<file path="config.mk">
export PLATFORM = sky130hd
export DESIGN_NAME = core_regfile
export DESIGN_NICKNAME = d
export VERILOG_FILES = /design/src/rtl/core_pkg.sv /design/src/rtl/core_regfile.sv
export SDC_FILE = /design/constraint.sdc
export NUM_CORES = 1
export LEC_CHECK = 0
export BUFFER_PORTS_ARGS = -buffer_cell sky130_fd_sc_hd__buf_2
export CAP_MARGIN = 25
export CORE_UTILIZATION = 40
export DETAILED_ROUTE_END_ITERATION = 12
export PLACE_DENSITY = 0.55
export SETUP_SLACK_MARGIN = 0.2
export SLEW_MARGIN = 20
export SYNTH_ARGS = -nofsm -noshare
export SYNTH_HDL_FRONTEND = slang
export SYNTH_SLANG_ARGS = --single-unit
</file>
<file path="constraint.sdc">
create_clock -name clk -period 3.4 [get_ports clk]
set_input_delay 0.17 -clock clk [delete_from_list [all_inputs] [get_ports clk]]
set_output_delay 0.17 -clock clk [all_outputs]
set_load 0.05 [all_outputs]
</file>
<file path="src/rtl/core_pkg.sv">
// core_pkg: shared core constants for register addressing and data width
package core_pkg;
  localparam int DATA_W = 16;
  localparam int REG_ADDR_W = 4;
  localparam int NUM_REGS = 16;
  localparam logic [REG_ADDR_W-1:0] REG_ZERO = 4'd0;
endpackage

</file>
<file path="src/rtl/core_regfile.sv">
// core_regfile: 16x16 register file, two registered read ports, one write port, r0 hardwired to zero
module core_regfile #(
  parameter int DATA_W = core_pkg::DATA_W,
  parameter int ADDR_W = core_pkg::REG_ADDR_W
) (
  input  logic              clk,
  input  logic              rst_n,
  input  logic [ADDR_W-1:0] raddr0,
  output logic [DATA_W-1:0] rdata0,
  input  logic [ADDR_W-1:0] raddr1,
  output logic [DATA_W-1:0] rdata1,
  input  logic              wen,
  input  logic [ADDR_W-1:0] waddr,
  input  logic [DATA_W-1:0] wdata
);
  import core_pkg::*;
  localparam int DEPTH = 1 << ADDR_W;
  localparam logic [ADDR_W-1:0] ZERO = ADDR_W'(REG_ZERO);
  logic [DATA_W-1:0] mem [DEPTH];
  logic we;
  // only a definite 1 enables a write, so an unknown enable cannot corrupt the array
  assign we = (wen === 1'b1) && (waddr != ZERO);
  always_ff @(posedge clk or negedge rst_n) begin
    if (!rst_n) begin
      for (int i = 0; i < DEPTH; i++) mem[i] <= '0;
      rdata0 <= '0;
      rdata1 <= '0;
    end else begin
      rdata0 <= (raddr0 == ZERO) ? '0 : mem[raddr0];
      rdata1 <= (raddr1 == ZERO) ? '0 : mem[raddr1];
      if (we) mem[waddr] <= wdata;
    end
  end
endmodule

</file>
==> flow_metrics.tcl <==
set metrics [dict create \
    dpl_cell_area_mm2 0.01455 \
    tightest_slew_ps 994.2 \
    syn_inst 951 \
    synth_edf_count 0 \
    hold_class "input port to flip-flop" \
    grt_busiest_layer "met2" \
    drv_cap 0 \
    synth_area_mm2 0.01379 \
    tns_ps 0 \
    cts_max_path_buffers 3 \
    grt_antenna_before_repair 0 \
    nNetsFinal 1028 \
    fmax_ghz 0.5635 \
    gr-usage-all-layers 0.2196 \
    cts_tree "built" \
    ctsResizeCount 0 \
    skew_ps 8.824 \
    yosysSeqAreaShare 0.4954 \
    reg2reg_from "mem[92]" \
    max_stage_delay_ps 680 \
    comb_power_share 0.215 \
    powerDensity_mw_per_mm2 652.6 \
    yosys.area.top_type_share 0.4954 \
    dr.pass1.iters 4 \
    intPower_mw 7.327 \
    finalCritPeriodShare 0.5220 \
    cts_setup_buffers 0 \
    synth_commonest_cells "273 x dfrtp_1, 253 x mux2_2, 107 x mux2i_1" \
    initial_core_util 0.4092 \
    ir_worst_vdd_mv 0.4013 \
    ys_types 32 \
    p_leak_nw 6.773 \
    grt_pass1_wl_um 58270 \
    use_met3 0.02639 \
    rsz0062_at_grt "false" \
    met2_usage 0.3456 \
    avgSynthCellArea_um2 14.50 \
    drtIter0Drc 541 \
    synth_most_common_cell "dfrtp_1" \
    root_buffer "clkbuf_16" \
    cp.arrival_ps 2160 \
    pin_count 63 \
    yosys.area.top_type "dfrtp_1" \
    endpoint_kind "flip-flop" \
    path_clk_slew_ps 60 \
    cp-start-kind "input port" \
    syn_nets 982 \
    ys_warn_count 0 \
    switching_share 0.2823 \
    cp.required_ps 3790 \
    ys_ff_latch 273 \
    synthArstFlopShare 1.000 \
    fin_cells 1469 \
    finalHoldViolations 0 \
    startpoint "raddr0[3]" \
    power.switching_mw 2.882 \
    dp_hpwl_um 22510 \
    status "finished, final reports clean" \
    grt_max_degree 104 \
    post_drt_wl_per_cell_um 25.79 \
    synth_ff_type "dfrtp_1" \
    core_area_mm2 0.03370 \
    slew_viol_final 0 \
    h-tree-depth 1 \
    fin_crit_ps 1775 \
    use_met1 0.3201 \
    clock_sinks 273 \
    vias 8445 \
    hold_start "wdata[10]" \
    crit_path_top_delay_cell "a2111oi_0" \
    numPlacedInstances 1411 \
    final_area_mm2 0.01564 \
    fp.dieH_um 187.7 \
    viasPerCell 5.749 \
    rows 67 \
    place_congestion 0.7527 \
    drive_above_1_share 0.4770 \
    crit_type "input port to flip-flop" \
    p_seq_frac 0.442 \
    critPathMaxFanout 16 \
    setup_viol 0 \
    die_w_um 187.7 \
    maxSlewHeadroom 0.3372 \
    gr-total-overflow 0 \
    io_buffers 62 \
    dieArea_mm2 0.03522 \
    area_growth_pct 13.45 \
    fillers 3023 \
    drc 0 \
    path_cells "buf_2 > nand2b_1 > buf_4 > o22ai_1 > a2111oi_0 > a21oi_1" \
    clockPowerShare 0.342 \
    grt_pass1_vias 8988 \
    numCtsBuffers 30 \
    pre_cts_ws_ps 1156 \
    rrSetupSlack_ps 1800 \
    ant_nets 0 \
    cts_hold_buf 2 \
    total_power_mw 10.21 \
    timing.final.ws_setup_ps 1625 \
    yosys-top-cells-area "dfrtp_1 50%, mux2_2 21%, mux4_2 11%, mux2i_1 7.8%, a21oi_1 1.7%" \
    diodes 0 \
    insertion_delay_ps 550 \
    routed_wl_um 37880 \
]
routing by layer:
metal,wire length (um),up-vias
li1,-,3727
met1,17910,4478
met2,17720,186
met3,1308,54
met4,942,0
met5,0,-
worst max-delay path, delay by kind of cell:
kind	cells	cell delay [ps]
AO/OA/AOI/OAI	3	880
AND/OR/NAND/NOR	1	400
buffers and inverters	2	680
layout make-up:
type	count	area [um2]	share of cell area
repair buffers	101	685.7	0.04383
multi-input cells	590	6486	0.4146
clock inverters	13	165.2	0.01056
clock buffers	43	910.9	0.05823
well taps	448	560.5	0.03583
flip-flops and latches	273	6832	0.4367
inverters	1	3.754	0.0002399
worst paths after layout:
check,cells after the start,endpoint
setup / recovery,6,rdata0[12]
hold / removal,2,mem[202]
setup reg to reg,4,rdata0[12]
hold reg to reg,0,mem[254]
max in group asynchronous,3,rdata0[14]
min in group asynchronous,2,mem[33]
cell usage in the layout, fill, tap and decap left out, types with 4 or more instances in the layout:
cell and n:
dfrtp_1 273, mux2_2 253, mux2i_1 107, mux4_2 67, buf_2 59, a21oi_1 47, buf_4 34, clkbuf_16 31
a22oi_1 16, a221o_1 15, nor2_1 15, o22ai_1 14, a2111oi_0 14, nor2_2 9, clkbuf_8 9, clkinv_2 9
nand2_1 5, nand2b_1 5, buf_12 5, bufinv_16 4
state kept, by name, summed over array words and instances, names as in the netlist:
signal	flops
rdata1	16
rdata0	16
mem	241
metrics by stage:
| stage | utilization | hold slack (ps) |
|---|---|---|
| finish | 0.4642 | 69.47 |
| global route | 0.4642 | 76.18 |
| CTS | 0.4642 | 48.25 |
| detailed placement | 0.4317 | 89.15 |
| global placement | 0.4317 | 88.15 |
| floorplan | - | -125.6 |
power groups by stage:
stage                     Sequential (mW)  Combinational [mW]  Clock (mW)
after floorplan                      4.64                1.50           0
after global placement               4.56                2.18           0
final                                4.52                2.20        3.50
after global routing                 4.63                2.37        3.71
after CTS                            4.51                2.22        3.57
after detailed placement             4.56                2.21           0
logic make-up after synthesis:
group | synth area share
DFF | 0.4954
AOI/OAI and AO/OA | 0.05508
muxes | 0.3959
and+or+nand+nor | 0.01851
buffers and inverters | 0.03511
Note: power is estimated with default switching activity, not from simulation.
